[src/rtl/ldpc_frame_source.sv]
`default_nettype none
// ============================================================================
// Module      : ldpc_frame_source
// Description : Frame replay source for the LDPC datapath. One frame of up to
//               DEPTH words is written into on-chip RAM through a config
//               port and then streamed over valid/ready with first/last-word
//               markers, an optional inter-frame gap, and single-shot or
//               loop mode.
// Ports       : clk, rst_n            clock, async active-low reset
//               wr_en/wr_addr/wr_data RAM config write port (idle only)
//               start, stop           control pulses
//               loop_mode, frame_len, gap_cycles  frame setup, latched at start
//               m_valid/m_ready/m_data/m_sof/m_eof  output stream
//               busy, frame_cnt, err  status
// Revision    : 1.0  initial release
// ============================================================================
module ldpc_frame_source #(
    parameter int DATA_W = 16,
    parameter int DEPTH  = 17,
    parameter int ADDR_W = 5,
    parameter int GAP_W  = 8,
    parameter int CNT_W  = 16
) (
    input  logic              clk,
    input  logic              rst_n,
    input  logic              wr_en,
    input  logic [ADDR_W-1:0] wr_addr,
    input  logic [DATA_W-1:0] wr_data,
    input  logic              start,
    input  logic              stop,
    input  logic              loop_mode,
    input  logic [ADDR_W:0]   frame_len,
    input  logic [GAP_W-1:0]  gap_cycles,
    output logic              m_valid,
    input  logic              m_ready,
    output logic [DATA_W-1:0] m_data,
    output logic              m_sof,
    output logic              m_eof,
    output logic              busy,
    output logic [CNT_W-1:0]  frame_cnt,
    output logic              err
);

    localparam logic [1:0] c_st_idle   = 2'd0;
    localparam logic [1:0] c_st_fetch  = 2'd1;
    localparam logic [1:0] c_st_stream = 2'd2;
    localparam logic [1:0] c_st_gap    = 2'd3;

    localparam logic [ADDR_W:0] c_depth = (ADDR_W+1)'(DEPTH);

    logic [DATA_W-1:0] r_mem [0:DEPTH-1];

    logic [1:0]        r_state;
    logic [ADDR_W-1:0] r_rd_addr;    // address of the word to load on the next read
    logic [ADDR_W-1:0] r_beat;       // index of the word currently on m_data
    logic [ADDR_W-1:0] r_last_idx;   // frame_len-1, latched at start
    logic [GAP_W-1:0]  r_gap_len;
    logic [GAP_W-1:0]  r_gap_cnt;
    logic              r_loop;
    logic              r_stop_pend;
    logic [CNT_W-1:0]  r_frame_cnt;
    logic              r_err;
    logic [DATA_W-1:0] r_ram_q;

    logic              w_busy;
    logic              w_valid;
    logic              w_accept;
    logic              w_last;
    logic              w_len_bad;
    logic              w_start_bad;
    logic              w_wr_bad;
    logic              w_wr_ok;
    logic              w_rd_en;
    logic [ADDR_W-1:0] w_rd_sel;
    logic [ADDR_W-1:0] w_rd_next;

    assign w_busy      = (r_state != c_st_idle);
    assign w_valid     = (r_state == c_st_stream);
    assign w_accept    = w_valid && m_ready;
    assign w_last      = w_accept && (r_beat == r_last_idx);
    assign w_len_bad   = (frame_len == '0) || (frame_len > c_depth);
    assign w_start_bad = (r_state == c_st_idle) && start && w_len_bad;
    assign w_wr_bad    = wr_en && (w_busy || ({1'b0, wr_addr} >= c_depth));
    assign w_wr_ok     = wr_en && !w_bad_or_busy_n();

    // Read port: FETCH always loads word 0, STREAM loads the prefetched
    // address on every accepted beat so the next word appears one cycle later.
    assign w_rd_en   = (r_state == c_st_fetch) || w_accept;
    assign w_rd_sel  = (r_state == c_st_fetch) ? '0 : r_rd_addr;
    assign w_rd_next = (w_rd_sel == r_last_idx) ? '0 : w_rd_sel + 1'b1;

    function automatic logic w_bad_or_busy_n();
        return w_busy || ({1'b0, wr_addr} >= c_depth);
    endfunction

    // RAM write port; contents are deliberately not reset
    always_ff @(posedge clk) begin
        if (w_wr_ok) begin
            r_mem[wr_addr] <= wr_data;
        end
    end

    // RAM output register, doubles as the m_data holding register
    always_ff @(posedge clk or negedge rst_n) begin
        if (!rst_n) begin
            r_ram_q <= '0;
        end else if (w_rd_en) begin
            r_ram_q <= r_mem[w_rd_sel];
        end
    end

    always_ff @(posedge clk or negedge rst_n) begin
        if (!rst_n) begin
            r_state     <= c_st_idle;
            r_rd_addr   <= '0;
            r_beat      <= '0;
            r_last_idx  <= '0;
            r_gap_len   <= '0;
            r_gap_cnt   <= '0;
            r_loop      <= 1'b0;
            r_stop_pend <= 1'b0;
            r_frame_cnt <= '0;
            r_err       <= 1'b0;
        end else begin
            r_err <= w_wr_bad || w_start_bad;

            if (w_rd_en) begin
                r_rd_addr <= w_rd_next;
            end

            case (r_state)
                c_st_idle: begin
                    r_stop_pend <= 1'b0;
                    if (start && !w_len_bad) begin
                        r_last_idx  <= ADDR_W'(frame_len - 1'b1);
                        r_gap_len   <= gap_cycles;
                        r_loop      <= loop_mode;
                        r_frame_cnt <= '0;
                        r_rd_addr   <= '0;
                        r_state     <= c_st_fetch;
                    end
                end

                c_st_fetch: begin
                    r_beat  <= '0;
                    r_state <= c_st_stream;
                end

                c_st_stream: begin
                    if (stop) begin
                        r_stop_pend <= 1'b1;
                    end
                    if (w_accept) begin
                        r_beat <= (r_beat == r_last_idx) ? '0 : r_beat + 1'b1;
                    end
                    if (w_last) begin
                        r_frame_cnt <= r_frame_cnt + 1'b1;
                        // A stop arriving with the last beat still ends the run
                        if (r_stop_pend || stop || !r_loop) begin
                            r_stop_pend <= 1'b0;
                            r_state     <= c_st_idle;
                        end else if (r_gap_len == '0) begin
                            r_state <= c_st_stream;
                        end else begin
                            r_gap_cnt <= '0;
                            r_state   <= c_st_gap;
                        end
                    end
                end

                c_st_gap: begin
                    if (stop) begin
                        r_stop_pend <= 1'b0;
                        r_state     <= c_st_idle;
                    end else if (r_gap_cnt == r_gap_len - 1'b1) begin
                        r_state <= c_st_fetch;
                    end else begin
                        r_gap_cnt <= r_gap_cnt + 1'b1;
                    end
                end

                default: begin
                    r_state <= c_st_idle;
                end
            endcase
        end
    end

    assign m_valid   = w_valid;
    assign m_data    = r_ram_q;
    assign m_sof     = w_valid && (r_beat == '0);
    assign m_eof     = w_valid && (r_beat == r_last_idx);
    assign busy      = w_busy;
    assign frame_cnt = r_frame_cnt;
    assign err       = r_err;

endmodule
`default_nettype wire

[config.mk]
export PLATFORM = sky130hd
export DESIGN_NAME = ldpc_frame_source
export DESIGN_NICKNAME = d
export VERILOG_FILES = /design/src/rtl/ldpc_frame_source.sv
export SDC_FILE = /design/constraint.sdc
export NUM_CORES = 1
export LEC_CHECK = 0
export CORE_MARGIN = 4
export CORE_UTILIZATION = 30
export DETAILED_ROUTE_END_ITERATION = 10
export PLACE_DENSITY = 0.44
export SYNTH_ARGS = -nofsm -noshare
export SYNTH_HDL_FRONTEND = slang
export SYNTH_SLANG_ARGS = --single-unit
[constraint.sdc]
create_clock -name clk -period 8.3 [get_ports clk]
set_clock_uncertainty 0.15 [all_clocks]
set_input_delay 1.245 -clock clk [delete_from_list [all_inputs] [get_ports clk]]
set_output_delay 1.245 -clock clk [all_outputs]
set_load 0.01 [all_outputs]
### Word-level counts from Yosys, hierarchy flattened

Memories as Yosys holds them, arrays and structs flattened. A register that Yosys moved wholly into a read port is not among the register bits.
Cells that the tools add are included.

| cells by class | value |
|---|---|
| add/subtract/negate cells | 6 |
| eq/ne operators | 15 |
| multiplexer cells | 31 |
| order comparisons | 2 |
| reduce and logical (&&, ||, !) cells | 34 |

Operator list:

| cell | number |
|---|---|
| 8-bit 2-to-1 mux | 5 |
| 5-bit 2-to-1 mux | 7 |
| 16-bit 2-to-1 mux | 2 |
| 16-bit case mux with 2 select lines | 1 |
| 16-bit by 1-bit adder with 16-bit output (second input constant) | 1 |
| 8-bit case mux with 2 select lines | 1 |
| 5-bit by 1-bit adder with 5-bit output (second input constant) | 2 |
| 5-bit equality test | 2 |
| 2-bit 2-to-1 mux | 5 |
| 2-bit != test (second input constant) | 5 |
| 5-bit case mux with 2 select lines | 1 |
| 1-bit logical AND | 9 |
| 8-bit by 1-bit adder with 8-bit output (second input constant) | 1 |
| 8-bit equality test | 1 |
| 8-bit logical NOT | 1 |
| 2-bit case mux with 4 select lines | 1 |
| 2-bit nonzero test | 4 |
| 8-bit by 1-bit subtractor with 8-bit output (second input constant) | 1 |
| 1-bit 2-to-1 mux | 7 |
| 6-bit by 5-bit > comparator with 1-bit output (second input constant) | 1 |
| 6-bit logical NOT | 1 |
| 1-bit logical OR | 6 |
| 2-bit by 1-bit != test with 1-bit output (second input constant) | 3 |
| 2-bit AND reduction | 3 |
| 12 further kinds | 17 |

| storage, ports and cells | value |
|---|---|
| register bits | 52 |
| output and inout bits | 37 |
| input port bits | 42 |
| memory bits (writable) | 272 |
| memories | 1 |

Memories:

| memory | depth | width | read ports | clocked after Yosys merged registers in | write ports | line | source |
|---|---|---|---|---|---|---|---|
| r_mem | 17 | 16 | 1 | 1 | 1 | 51 | `logic [DATA_W-1:0] r_mem [0:DEPTH-1];` |

### Longest topological paths before layout

Gate-level depths: netlist of run 1.

| depth | value |
|---|---|
| depth after elaboration | 7 |
| depth in mapped cells | 10 |

### Least setup slack after synthesis of run 1

OpenSTA, ideal clock, no wires.

| timing path | value |
|---|---|
| path kind | in2reg |
| start | input port wr_addr[0] |
| end | memory r_mem[16][0] (enable) |
| library setup time | 413 ps |
| required time | 7737 ps |
| arrival | 2979 ps |
| path slack | 4758 ps |
| cell stages on the path | 3 |
| cells stage by stage | clkbuf_1 -> nor4_1 -> nor3b_1 |

| on the way | value |
|---|---|
| longest elaborated chain between the ends | 6 |

Ends and longest elaborated chain:

| what | line | source |
|---|---|---|
| start: declaration | 27 | `input logic [ADDR_W-1:0] wr_addr,` |
| 5-bit >= comparator | 93 | `return w_busy \|\| ({1'b0, wr_addr} >= c_depth);` |
| 1-bit logical OR | 93 |  |
| 1-bit logical NOT | 84 | `assign w_wr_ok = wr_en && !w_bad_or_busy_n();` |
| 1-bit logical AND | 84 |  |
| 1-bit 2-to-1 mux | 98 | `if (w_wr_ok) begin` |
| 1-bit 2-to-1 mux (implied by the code) | 99 | `r_mem[wr_addr] <= wr_data;` |
| end: declaration | 51 |  |

Several ways; a longest one is shown, not always the timed one.

### Worst setup path in the final report of run 1

| timing path | value |
|---|---|
| start | register r_state[1] |
| end | register r_ram_q[11] (netlist: m_data[11]), read port of r_mem |

| on the way | value |
|---|---|
| longest elaborated chain between the ends | 3 |

Ends and longest elaborated chain:

| what | line | source |
|---|---|---|
| start: declaration | 53 | `logic [1:0] r_state;` |
| start signal: assignment | 114 | `r_state <= c_st_idle;` |
| start signal: assignment | 140 | `r_state <= c_st_fetch;` |
| start signal: assignment | 146 | `r_state <= c_st_stream;` |
| 2-bit equality test | 78 | `assign w_valid = (r_state == c_st_stream);` |
| 1-bit logical AND | 79 | `assign w_accept = w_valid && m_ready;` |
| 1-bit logical OR | 88 | `assign w_rd_en = (r_state == c_st_fetch) \|\| w_accept;` |
| end: declaration | 63 | `logic [DATA_W-1:0] r_ram_q;` |

Several ways; a longest one is shown, not always the timed one.
A chain may end at the register's enable or synchronous reset.

==> metrics, run 1 <==
number of global-route vias before repair 9301; clock buffer depth 3; adder-cell area share of the yosys netlist 0.00778; Max Cap Viol 0; RR Startpoint r_state[1]$_DFFE_PN0P_; instance count on the critical path 8; WP data arrival about 4.3 ns; mux cell area share after synthesis 0.00614; Final setup viols 0; top cell type's share of synthesized area 0.564; slowest stage cell, crit path nand2_4; routed len/inst 22.2 microns; worst reg2reg path depth 8; Max IR drop VDD approximately 0.17 mV; Netlist cell types 70; number of port buffers 78; most frequent cell after synthesis edfxtp_1; clock root buffer clkbuf_16; crit path time final ~4 ns; Seq/Total Area, Yosys 0.682; die area around 52000 sq um; layout cell share with drive strength beyond 1 0.0929; NumNets Final about 1300; Die Span Y 228 microns; Post-synth EDFFs 272; Synth warnings 0; Iteration-0 DRC Markers between 700 and 800; CP Capture Point m_data[11]$_DFFE_PN0N_; Synth Area in Simple Gates 0.137; Buf/Inv on CP 2; synthesized area between 10000 and 15000 sq um; Commonest cells post-synth edfxtp_1 (272), nand2_1 (169), nor2_1 (102); prevailing post-synth register cell edfxtp_1; Final TNS setup 0 ns; gr usage total 0.159; syn_area_per_cell 12.4 sq um; Max Freq between 0.2 and 0.25 GHz; I/O Pins approximately 80; relative slew slack 0.271; Core Footprint ~48000 sq um; Setup Crit Path Kind reg -> reg; reg2reg end m_data[11]$_DFFE_PN0N_; delay of the slowest cell on the worst path approximately 0.78 ns; DIE WIDTH about 230 microns; Post-CTS Setup Repair Bufs 0; Synth Area in Compound Gates 0.127; Synth area leader edfxtp_1; CP delay by family, top simple AND/OR/NAND/NOR gates; hpwl dp between 20000 and 25000 microns; row count 80; routability congestion estimate 0.738; CTS tree done; area of the multi-input gates between 4000 and 5000 sq um; total global routing overflow 0; largest family of logic cells by synthesized area simple AND/OR/NAND/NOR gates; Fin Hold WS between 0.3 and 0.4 ns; Resized Gates After CTS 0; pin count of the biggest net entering global routing 80; Startpoint Class flip-flop; PwrDens between 200 and 300 nW/um^2; Tightest Pin Transition between 1 and 1.5 ns; total CTS buffers 40; syn_nets 1215; initial antenna violation count 0; Synth area leaders edfxtp_1 (56%), dfrtp_1 (12%), nand2_1 (4.4%); RSZ-0062 raised after global routing false; Post-synth ARST share 0.200; Fillers around 4700; hold_buf cts 0; Vias/cell slightly above 5; crit-path max FO 79; diode count 0; iteration count of the initial detailed-routing pass 5; Mapped Cells roughly 1200; #FFs+latches synth 340; area grow syn2layout 18.7%; H-tree depth 2; first-pass GRT wire length 61700 microns; worst-skew pair later-pin latency 0.58 ns; Synth Area in XOR/XNOR 0.0127; Most common cell on crit path buf_4; Worst Path Required between 8 and 9 ns; Final Hold Viols 0; number of clock sinks 340; CP startpoint r_state[1]$_DFFE_PN0P_; CTS clk-pin slew, worst paths ~0.060 ns; ratio of final minimum period to clock period 0.484; Setup crit end kind flip-flop; fin. max-slew vios 0; total number of vias between 9000 and 10000; worst path cell trace nand2b_2, buf_4, nand2_4, buf_4, nand2_1, a311oi_1, a21oi_1, o221ai_1; worst hold path type reg -> reg; Starting Density 0.303; Routed Antenna Nets 0; outcome completed; LEAKAGE around 5.9 nW; reg-to-reg slack, setup 4.29 ns; FF+latch area 9870 sq um; drt total wl slightly above 40000 microns; # DRC 0
-- cell usage in the layout (no fill, tap or decap), types with 16 or more instances in the layout --
cell type,count
o21ai_0,56
buf_4,16
inv_1,22
nand3_1,16
dfrtp_1,67
a21oi_1,56
a211oi_1,33
and3_1,39
clkbuf_16,40
nand2_1,167
o221ai_1,16
nor3_1,37
nor2_1,87
xnor2_1,16
a311oi_1,48
clkdlybuf4s50_1,77
edfxtp_1,272
a31oi_1,20
-- report_power, final --
group / leakage [nW] / total [W] / internal [W] / switching, W
registers: 3.31 / 0.00212 / 0.00197 / 0.000153
logic: 1.99 / 0.00127 / 0.000451 / 0.000822
clock network: 0.615 / 0.00171 / 0.000987 / 0.000725
-- sequential cells by signal, indices dropped and copies added, names as in the netlist --
register,cells
err,1
r_beat,5
r_stop_pend,1
r_last_idx,5
r_gap_len,8
r_mem,272
r_state,2
r_loop,1
m_data,16
r_rd_addr,5
frame_cnt,16
r_gap_cnt,8
-- metrics by stage --
stage          power, W  cells  instance area (sq um)   util  setup WS, ns
2_1_floorplan   0.00289   1164                  14500      -          4.76
3_3_place_gp    0.00343   1803                  15900  0.333          4.21
3_5_place_dp    0.00344   1803                  15900  0.333          4.15
4_1_cts         0.00518   1875                  17200  0.360          4.30
5_1_grt         0.00538   1875                  17200  0.360          4.09
6_report        0.00510   1875                  17200  0.360          4.29
-- worst min-delay path by stage --
stage / startpoint / depth (start not counted) / end
after global routing: r_stop_pend$_DFFE_PN0P_ / 2 / r_stop_pend$_DFFE_PN0P_
after CTS: r_stop_pend$_DFFE_PN0P_ / 2 / r_stop_pend$_DFFE_PN0P_
final: r_stop_pend$_DFFE_PN0P_ / 2 / r_stop_pend$_DFFE_PN0P_
after detailed placement: r_stop_pend$_DFFE_PN0P_ / 2 / r_stop_pend$_DFFE_PN0P_
after floorplan: r_beat[4]$_DFFE_PN0P_ / 1 / r_beat[4]$_DFFE_PN0P_
after global placement: r_stop_pend$_DFFE_PN0P_ / 2 / r_stop_pend$_DFFE_PN0P_
-- worst reg2reg max path, cell delays in order (launching register included) --
cell and delay [ns]:
dfrtp_1 0.59, nand2b_2 0.32, buf_4 0.30, nand2_4 0.79
buf_4 0.65, nand2_1 0.15, a311oi_1 0.55, a21oi_1 0.18
o221ai_1 0.26
-- layout make-up --
class                           instances  share of cell area
Multi-Input combinational cell        731               0.249
Clock inverter                         25              0.0144
Clock buffer                           47              0.0598
Inverter                               24             0.00524
Tap cell                              615              0.0448
Timing Repair Buffer                   93              0.0519
Sequential cell                       340               0.575
-- metal layers --
layer | track usage | share of wire
met3 | 0.0297 | 0.046
met4 | 0.0457 | 0.024
met1 | 0.234 | 0.48
met5 | 0 | 0
met2 | 0.242 | 0.45
-- cell families (layout without fill, tap and decap cells) --
| kind of cell | after synthesis | count (layout) |
|---|---|---|
| adder cells (fa/ha/maj) | 9 | 9 |
| multiplexers | 8 | 8 |
| flip-flops | 340 | 340 |
| XOR/XNOR | 21 | 21 |
| buffers and inverters | 93 | 189 |
| AO/OA/AOI/OAI | 270 | 270 |
| AND/OR/NAND/NOR | 423 | 423 |
(Power assumes the default switching activity.)
==> run 2: changes to the inputs <==
- clock period: 8.3 -> 3.75 ns (I/O delays scaled with it)
==> metrics, run 2 (synthesis gave the netlist of run 1 again) <==
outcome finished with violations; failing checks negative hold slack; CP Capture Point m_eof; CTS clk-pin slew, worst paths 0.06 ns (about the same); commonest non-fill, non-tap cells in the layout edfxtp_1 (272), nand2_1 (167), nor2_1 (87), clkdlybuf4s50_1 (77), dfrtp_1 (67); Max Freq about 0.32 GHz; RSZ-0062 raised after global routing false; final cell count without fillers 1905 (+1.6%); hpwl dp 25200 microns (+1.5%); routability congestion estimate 0.763 (+3.3%); reg-to-reg slack, setup 0.79 ns (-3.50 ns); crit-path max FO 6 (-92%); Core Footprint 47700 sq um (unchanged); LEAKAGE 6.11 nW (+3.3%); gr usage total 0.159 (+0.000349); Starting Density 0.303 (unchanged); Comb pwr share 0.254 (+0.005); placed cells 1832 (+1.6%); Fin Hold WS -0.00455 ns (-0.382 ns); clock root buffer clkbuf_16; Net Switching 0.00370 W (+120%); final core utilization 0.366 (+0.00645); fin. max-slew vios 0 (unchanged); Resized Gates After CTS 0 (unchanged); worst path cell trace inv_1, nand2_1, nor3_1, clkdlybuf4s50_1; Final Cell Area 17500 sq um (+1.8%); Vias/cell 5.12 (-1.2%); Final setup viols 0 (unchanged); RR Startpoint r_state[1]$_DFFE_PN0P_; first-pass GRT wire length 62200 microns (+0.73%); iteration count of the initial detailed-routing pass 5 (unchanged); slowest stage cell, crit path clkdlybuf4s50_1; dpl cell area 16200 sq um (+1.8%); Final Hold Viols 2 (+2); drt total wl 41300 microns (-0.62%); Most flops, register r_mem; reg2reg end m_data[7]$_DFFE_PN0N_; total CTS buffers 39 (-2.5%); Iteration-0 DRC Markers 706 (-5.6%); max reg flops 272 (unchanged); Max IR drop VDD 0.370 mV (+110%); number of clock sinks 340 (unchanged); Worst Path Required 3.04 ns (-5.58 ns); crit path time final about 3.1 ns; I/O Pins 79 (unchanged); Tightest Pin Transition 0.993 ns (-0.0949 ns); commonest non-fill, non-tap cell in the layout edfxtp_1; Final TNS setup 0 ns (unchanged); relative slew slack 0.338 (+0.0672); switching part of the total power 0.323 (-0.00956); total number of vias 9745 (+0.34%); DIE WIDTH 228 microns (unchanged); row count 80 (unchanged); Startpoint Class flip-flop; total global routing overflow 0 (unchanged); WP data arrival 2.42 ns (-1.92 ns); number of global-route vias before repair 9574 (+2.9%); pin count of the biggest net entering global routing 69 (-14%); die area 51800 sq um (unchanged); hold_buf cts 0 (unchanged); NumNets Final 1309 (+2.2%); clock buffer depth 3 (unchanged); # DRC 0 (unchanged); Setup crit end kind output port; number of port buffers 78 (unchanged); Clk pwr share 0.337 (+0.002); PwrDens 655 nW/um^2 (+120%); H-tree depth 2 (unchanged); worst hold path type in -> async; worst-skew pair later-pin latency 0.57 ns (about the same); delay of the slowest cell on the worst path 0.62 ns (-0.16 ns); initial antenna violation count 3 (+3); Die Span Y 228 microns (unchanged); Post-CTS Setup Repair Bufs 0 (unchanged); CP startpoint r_state[0]$_DFFE_PN0P_; Power Internal 0.00775 W (+130%); Max Cap Viol 0 (unchanged); ratio of final minimum period to clock period 0.834; total power 0.0115 W (+120%); layout cell share with drive strength beyond 1 0.117 (+0.0244); area grow syn2layout 20.8%; Setup Crit Path Kind reg -> out; Routed Antenna Nets 0 (unchanged); worst reg2reg path depth 7 (-1); Seq pwr share 0.408 (-0.007); CTS tree done; routed len/inst 21.7 microns (-2.2%)
[run 2: through the flow]
step / setup WS, ns / hold slack [ns]
after floorplan: 0.891 / 0.117
after CTS: 0.590 / 0.0352
after global routing: 0.533 / 0.0922
after global placement: 0.560 / 0.365
final: 0.622 / -0.00455
after detailed placement: 0.531 / 0.372
[run 2: how the worst min path moves through the flow]
stage | cells after the start | slack, ns | endpoint
final | 1 | -0.005 | r_gap_cnt[6]$_DFFE_PN0P_
after global routing | 1 | 0.09 | r_gap_cnt[6]$_DFFE_PN0P_
after CTS | 1 | 0.04 | m_data[9]$_DFFE_PN0N_
after detailed placement | 2 | 0.37 | r_stop_pend$_DFFE_PN0P_
after global placement | 2 | 0.36 | r_stop_pend$_DFFE_PN0P_
after floorplan | 0 | 0.12 | err$_DFF_PN0_
[run 2: area by class of cell]
type / instances / area [sq um]
Antenna cell: 2 / 5.00
Clock buffer: 52 / 1030
Clock inverter: 19 / 250
Fill cell: 4651 / 30300
Inverter: 24 / 90.1
Multi-Input combinational cell: 731 / 4280
Sequential cell: 340 / 9870
Tap cell: 615 / 769
Timing Repair Buffer: 122 / 1180
[run 2: worst max-delay path: cells and delay by family, from the launching register on]
family,cells,cell delay (ns)
flops,1,0.45
simple gates,2,0.57
buf+inv,2,0.83
[run 2: routing by layer]
layer	GRT usage	wire [microns]	vias up
met5	0	13	-
met4	0.0480	958	2
met3	0.0281	1860	54
met2	0.251	18700	208
met1	0.227	19800	4886
li1	-	-	4595
[run 2: power by group through the flow]
| stage | sequential [W] | combinational, W | clock [W] |
|---|---|---|---|
| after floorplan | 0.00468 | 0.00172 | 0 |
| after global placement | 0.00475 | 0.00293 | 0 |
| after detailed placement | 0.00476 | 0.00296 | 0 |
| after CTS | 0.00468 | 0.00297 | 0.00398 |
| after global routing | 0.00471 | 0.00323 | 0.00415 |
| final | 0.00468 | 0.00291 | 0.00386 |
